## src/rtl/nv_ctrl_pkg.sv

```systemverilog
// Shared types and defaults for the NV controller gated photon counter.
package nv_ctrl_pkg;

  localparam int N_CH_DEF        = 2;
  localparam int CNT_W_DEF       = 16;
  localparam int GATE_W_DEF      = 24;
  localparam int SYNC_STAGES_DEF = 2;

  typedef enum logic [1:0] {
    IDLE  = 2'd0,
    ARM   = 2'd1,
    COUNT = 2'd2,
    LATCH = 2'd3
  } state_e;

  // Bit offset of channel ch inside a flattened per-channel bus of width w.
  function automatic int ch_offset(input int ch, input int w);
    return ch * w;
  endfunction

endpackage

```

## src/rtl/nv_click_sync.sv

```systemverilog
// Click synchroniser: brings one asynchronous detector line into the clk
// domain and emits a single-cycle pulse on each rising edge.
module nv_click_sync #(
  parameter int SYNC_STAGES = 2
) (
  input  logic clk,
  input  logic reset,
  input  logic async_in,
  output logic edge_pulse
);

  logic [SYNC_STAGES-1:0] sync_q;
  logic                   prev_q;

  // Synchroniser chain plus one flop of history for the edge detector.
  always_ff @(posedge clk) begin
    if (reset) begin
      sync_q <= '0;
      prev_q <= 1'b0;
    end else begin
      sync_q <= {sync_q[SYNC_STAGES-2:0], async_in};
      prev_q <= sync_q[SYNC_STAGES-1];
    end
  end

  assign edge_pulse = sync_q[SYNC_STAGES-1] & ~prev_q;

endmodule

```

## src/rtl/nv_gated_counter.sv

```systemverilog
// Multi-channel gated photon-click counter. A start opens a gate of
// gate_len cycles; clicks seen during the gate are counted per channel
// (saturating), then latched into result registers with a done pulse.
module nv_gated_counter
  import nv_ctrl_pkg::*;
#(
  parameter int N_CH        = N_CH_DEF,
  parameter int CNT_W       = CNT_W_DEF,
  parameter int GATE_W      = GATE_W_DEF,
  parameter int SYNC_STAGES = SYNC_STAGES_DEF
) (
  input  logic                   clk,
  input  logic                   reset,
  input  logic [N_CH-1:0]        click,
  input  logic                   start,
  input  logic                   abort,
  input  logic [GATE_W-1:0]      gate_len,
  output logic                   busy,
  output logic                   done,
  output logic [N_CH*CNT_W-1:0]  counts,
  output logic [N_CH-1:0]        overflow
);

  localparam logic [CNT_W-1:0] CNT_MAX = '1;

  state_e                        state_q, state_d;
  logic [GATE_W-1:0]             timer_q, timer_d;
  logic [N_CH-1:0][CNT_W-1:0]    live_q, live_d;
  logic [N_CH-1:0]               lovf_q, lovf_d;
  logic [N_CH*CNT_W-1:0]         counts_q, counts_d;
  logic [N_CH-1:0]               ovf_q, ovf_d;
  logic [N_CH-1:0]               edge_pulse;

  for (genvar i = 0; i < N_CH; i++) begin : g_ch
    nv_click_sync #(
      .SYNC_STAGES(SYNC_STAGES)
    ) u_sync (
      .clk       (clk),
      .reset     (reset),
      .async_in  (click[i]),
      .edge_pulse(edge_pulse[i])
    );
  end

  // Next-state logic: gate sequencing, live counting and result capture.
  always_comb begin
    state_d  = state_q;
    timer_d  = timer_q;
    live_d   = live_q;
    lovf_d   = lovf_q;
    counts_d = counts_q;
    ovf_d    = ovf_q;

    case (state_q)
      IDLE: begin
        if (start) begin
          state_d = ARM;
          timer_d = gate_len;
        end
      end

      ARM: begin
        live_d = '0;
        lovf_d = '0;
        if (abort) begin
          state_d = IDLE;
        end else if (timer_q == '0) begin
          state_d = LATCH;
        end else begin
          state_d = COUNT;
        end
      end

      COUNT: begin
        for (int i = 0; i < N_CH; i++) begin
          if (edge_pulse[i]) begin
            if (live_q[i] == CNT_MAX) begin
              lovf_d[i] = 1'b1;
            end else begin
              live_d[i] = live_q[i] + CNT_W'(1);
            end
          end
        end
        timer_d = timer_q - GATE_W'(1);
        // abort wins over the gate expiring in the same cycle
        if (abort) begin
          state_d = IDLE;
        end else if (timer_q == GATE_W'(1)) begin
          state_d = LATCH;
        end
      end

      LATCH: begin
        state_d = IDLE;
      end

      default: begin
        state_d = IDLE;
      end
    endcase

    // Results are loaded on the edge entering LATCH so they are already
    // valid in the cycle that done is high; live_d includes the final
    // COUNT cycle's increments.
    if (state_d == LATCH) begin
      for (int i = 0; i < N_CH; i++) begin
        counts_d[ch_offset(i, CNT_W) +: CNT_W] = live_d[i];
      end
      ovf_d = lovf_d;
    end
  end

  // State, timer, live counters and latched results.
  always_ff @(posedge clk) begin
    if (reset) begin
      state_q  <= IDLE;
      timer_q  <= '0;
      live_q   <= '0;
      lovf_q   <= '0;
      counts_q <= '0;
      ovf_q    <= '0;
    end else begin
      state_q  <= state_d;
      timer_q  <= timer_d;
      live_q   <= live_d;
      lovf_q   <= lovf_d;
      counts_q <= counts_d;
      ovf_q    <= ovf_d;
    end
  end

  assign busy     = (state_q == ARM) || (state_q == COUNT);
  assign done     = (state_q == LATCH);
  assign counts   = counts_q;
  assign overflow = ovf_q;

endmodule
```

## config.mk

```make
export PLATFORM = sky130hd
export DESIGN_NAME = nv_gated_counter
export DESIGN_NICKNAME = d
export VERILOG_FILES = /design/src/rtl/nv_ctrl_pkg.sv /design/src/rtl/nv_click_sync.sv /design/src/rtl/nv_gated_counter.sv
export SDC_FILE = /design/constraint.sdc
export NUM_CORES = 1
export LEC_CHECK = 0
export ABC_AREA = 1
export CORE_ASPECT_RATIO = 1.1
export CORE_MARGIN = 5
export CORE_UTILIZATION = 44
export CTS_BUF_LIST = sky130_fd_sc_hd__clkbuf_4
export DETAILED_ROUTE_END_ITERATION = 6
export GPL_TIMING_DRIVEN = 1
export PLACE_DENSITY = 0.69
export SETUP_SLACK_MARGIN = 0.3
export SLEW_MARGIN = 20
export SYNTH_ARGS = -nofsm -noshare
export SYNTH_HDL_FRONTEND = slang
export SYNTH_HIERARCHICAL = 1
export SYNTH_SLANG_ARGS = --single-unit
export TNS_END_PERCENT = 100
```

## constraint.sdc

```tcl
create_clock -name clk -period 1.65 [get_ports clk]
set_input_delay 0.33 -clock clk [delete_from_list [all_inputs] [get_ports clk]]
set_output_delay 0.33 -clock clk [all_outputs]
set_load 0.1 [all_outputs]
```

==> results_dict.tcl <==
set metrics [dict create \
    ys_types 40 \
    core-area_um2 12600 \
    dr.pass1.iters 7 \
    drive_gt1_frac 0.571 \
    min_period_ns 2.20 \
    critPathArrivalTime_ns 2.63 \
    clk_latency_ns 0.53 \
    synthesis.area_um2 5660 \
    hp-start "reset" \
    ys_warn_count 6 \
    die_w_um 118 \
    start_util 0.450 \
    crit_path_max_fanout 7 \
    grt.overflow.total 0 \
    fin_crit_sh 1.33 \
    fin_skew_ns 0.0297 \
    cap_violations 0 \
    stdcell_count 1295 \
    r2r-start "timer_q[4]$_SDFFE_PP0P_" \
    synth_cells 867 \
    layout_common_cells "buf_4, nand2_1, nor2_1" \
    finalHoldViolations 0 \
    grt_pass1_vias 7462 \
    drc 25 \
    portBuffers 65 \
    whs_ns 0.267 \
    fmax_mhz 455 \
    clock_sinks 100 \
    relSlewSlack 0.470 \
    status "finished, violations left" \
    dominantRegCellSynth "dfxtp_1" \
    die_h_um 129 \
    antenna_found_initial 1 \
    grt_use_total 0.290 \
    grt_pass1_wl_um 36300 \
    powerDensity_nw_per_um2 647 \
    r2r_setup_slack_ns -0.55 \
    wl_per_cell_um 24.7 \
    syn_to_final_growth_pct 92.9 \
    fin_area_um2 10900 \
    root_buffer "clkbuf_4" \
    end_kind "flip-flop" \
    ys_seq_elements 100 \
    tightestPinTransition_ns 0.796 \
    cp.required_ns 2.08 \
    hold_path_end "live_q[18]$_SDFF_PP0_" \
    routed_wl_um 32000 \
    min_path_cells 3 \
    final_util 0.867 \
    grt_setup_unrepaired "yes" \
    synth_edf_count 0 \
    setup.worst_path.start_class "flip-flop" \
    max-vdd-ir-drop_v 0.000551 \
    syn_nets 906 \
    timing.final.max_slew_violations 0 \
    ios 66 \
    cts_hold_buf 0 \
    cts_inserted_buffers 9 \
    synthArstFlopShare 0 \
    synth.avg_cell_area_um2 6.53 \
    h-tree-depth 3 \
    layout_setup_ws_ns -0.549 \
    num_rows 43 \
    cts_tree "yes" \
    ff2ff_path_depth 15 \
    finalSetupViolations 95 \
    grt_max_degree 47 \
    hpwlAfterDp_um 10700 \
    r2r_end "counts[29]$_SDFFE_PP0N_" \
    cellLeakagePower_nw 4.47 \
    hp-class "input pin to flip-flop" \
    dr.first_iter.drc_count 1195 \
    crit_type "flip-flop to flip-flop" \
    gp_congestion 0.857 \
    vias_per_cell 6.41 \
    final_net_count 1171 \
    seq_area_frac_synth 0.354 \
    num_vias 8297 \
    clkTransAtPathRegs_ns 0.18 \
    dpl_cell_area_um2 7770 \
    violations "design-rule violations, negative setup slack" \
    final_common_cell "buf_4" \
    ant_nets 0 \
    cts_buffer_depth 2 \
    dieArea_um2 15200 \
    dp.cells 1182 \
]
==> cells by family after synthesis <==
logic type / Yosys count / synth area share
adder cells (fa/ha/maj): 9 / 0.0199
XOR/XNOR: 9 / 0.0139
flip-flops: 100 / 0.354
AND/OR/NAND/NOR: 516 / 0.402
AO/OA/AOI/OAI: 118 / 0.114
buffers and inverters: 115 / 0.0959
==> timing repair <==
item | CTS | global route
resized for setup | 333 | 208
buffers inserted | 56 | 27
setup endpoints to repair | 129 | 130
pin swaps | 95 | 97
gates cloned | 11 | 2
==> per-stage QoR <==
stage	power, mW	setup TNS (ns)	setup slack (ns)
finish	7.07	-32.21	-0.549
global route	7.18	-38.80	-0.644
CTS	6.33	-7.32	-0.219
detailed placement	3.94	-5.98	-0.211
global placement	3.93	-5.27	-0.187
floorplan	3.42	-1.44	-0.115
==> worst max-delay path, stage by stage (launching register included) <==
cell     delay (ns)
dfxtp_1        0.37
nor2_2         0.19
nand2_2        0.12
nor2_2         0.15
nand3_4        0.12
nand2_2        0.10
nand2_2        0.07
nand2_2        0.08
nand2_2        0.07
nand2_4        0.15
buf_6          0.16
buf_12         0.11
buf_16         0.13
nand3_2        0.08
nand2_1        0.10
nor2_1         0.08
==> cells in the mapped netlist (3+ instances only) <==
cell type  instances  area [um2]
nor2_2             6        37.5
nand4_1            8        50.1
nand2_4            3        33.8
buf_4              5        37.5
inv_1             74         278
a21oi_2            6        52.6
ha_1               9         113
nor3_1             8        40.0
dfxtp_1          100        2000
o21ai_0           37         185
buf_2              5        25.0
clkbuf_1          17        63.8
nand2_2            3        18.8
nor2_1           185         694
a21oi_1           60         300
nand3_1           83         415
xnor2_1            7        61.3
a31oi_1            4        25.0
nand2_1          192         721
nand3_2           20         200
o31ai_1            3        22.5
buf_6              6        67.6
==> cell type report <==
cell class | instances | area [um2]
diodes | 1 | 2.50
clock buffers | 11 | 82.6
clock inverters | 5 | 124
fillers | 541 | 1670
inverters | 77 | 330
multi-input cells | 652 | 4700
flip-flops and latches | 100 | 2100
well taps | 157 | 196
repair buffers | 292 | 3380
==> worst max path at each step <==
| stage | end | slack [ns] | cells after the start | startpoint |
|---|---|---|---|---|
| 6_report | counts[29]$_SDFFE_PP0N_ | -0.55 | 15 | timer_q[4]$_SDFFE_PP0P_ |
| 5_1_grt | counts[13]$_SDFFE_PP0N_ | -0.64 | 11 | live_q[11]$_SDFF_PP0_ |
| 4_1_cts | busy | -0.22 | 5 | state_q[0]$_SDFF_PP0_ |
| 3_5_place_dp | counts[8]$_SDFFE_PP0N_ | -0.21 | 7 | start |
| 3_3_place_gp | counts[10]$_SDFFE_PP0N_ | -0.19 | 7 | start |
| 2_1_floorplan | counts[11]$_SDFFE_PP0N_ | -0.11 | 11 | state_q[0]$_SDFF_PP0_ |
==> routing by layer <==
metal / share of wire / routed length, um / vias to the layer above / global-route usage
li1: - / - / 3324 / -
met1: 0.32 / 10400 / 3768 / 0.323
met2: 0.45 / 14400 / 836 / 0.527
met3: 0.11 / 3610 / 369 / 0.0536
met4: 0.11 / 3610 / 0 / 0.153
met5: 0 / 0 / - / 0
==> report_power, final <==
| group | leakage (nW) | internal (mW) | total, mW | switching (mW) |
|---|---|---|---|---|
| sequential | 0.843 | 2.48 | 2.56 | 0.0786 |
| clock | 0.109 | 0.948 | 1.93 | 0.985 |
| combinational | 3.52 | 1.14 | 2.58 | 1.43 |
==> registers in the layout, summed over array words and instances (netlist names) <==
name and flops:
counts 32, live_q 32, timer_q 24, g_ch.u_sync/sync_q 4, g_ch.u_sync/prev_q 2, lovf_q 2
overflow 2, state_q 2
Note: power is estimated with default switching activity, not from simulation.
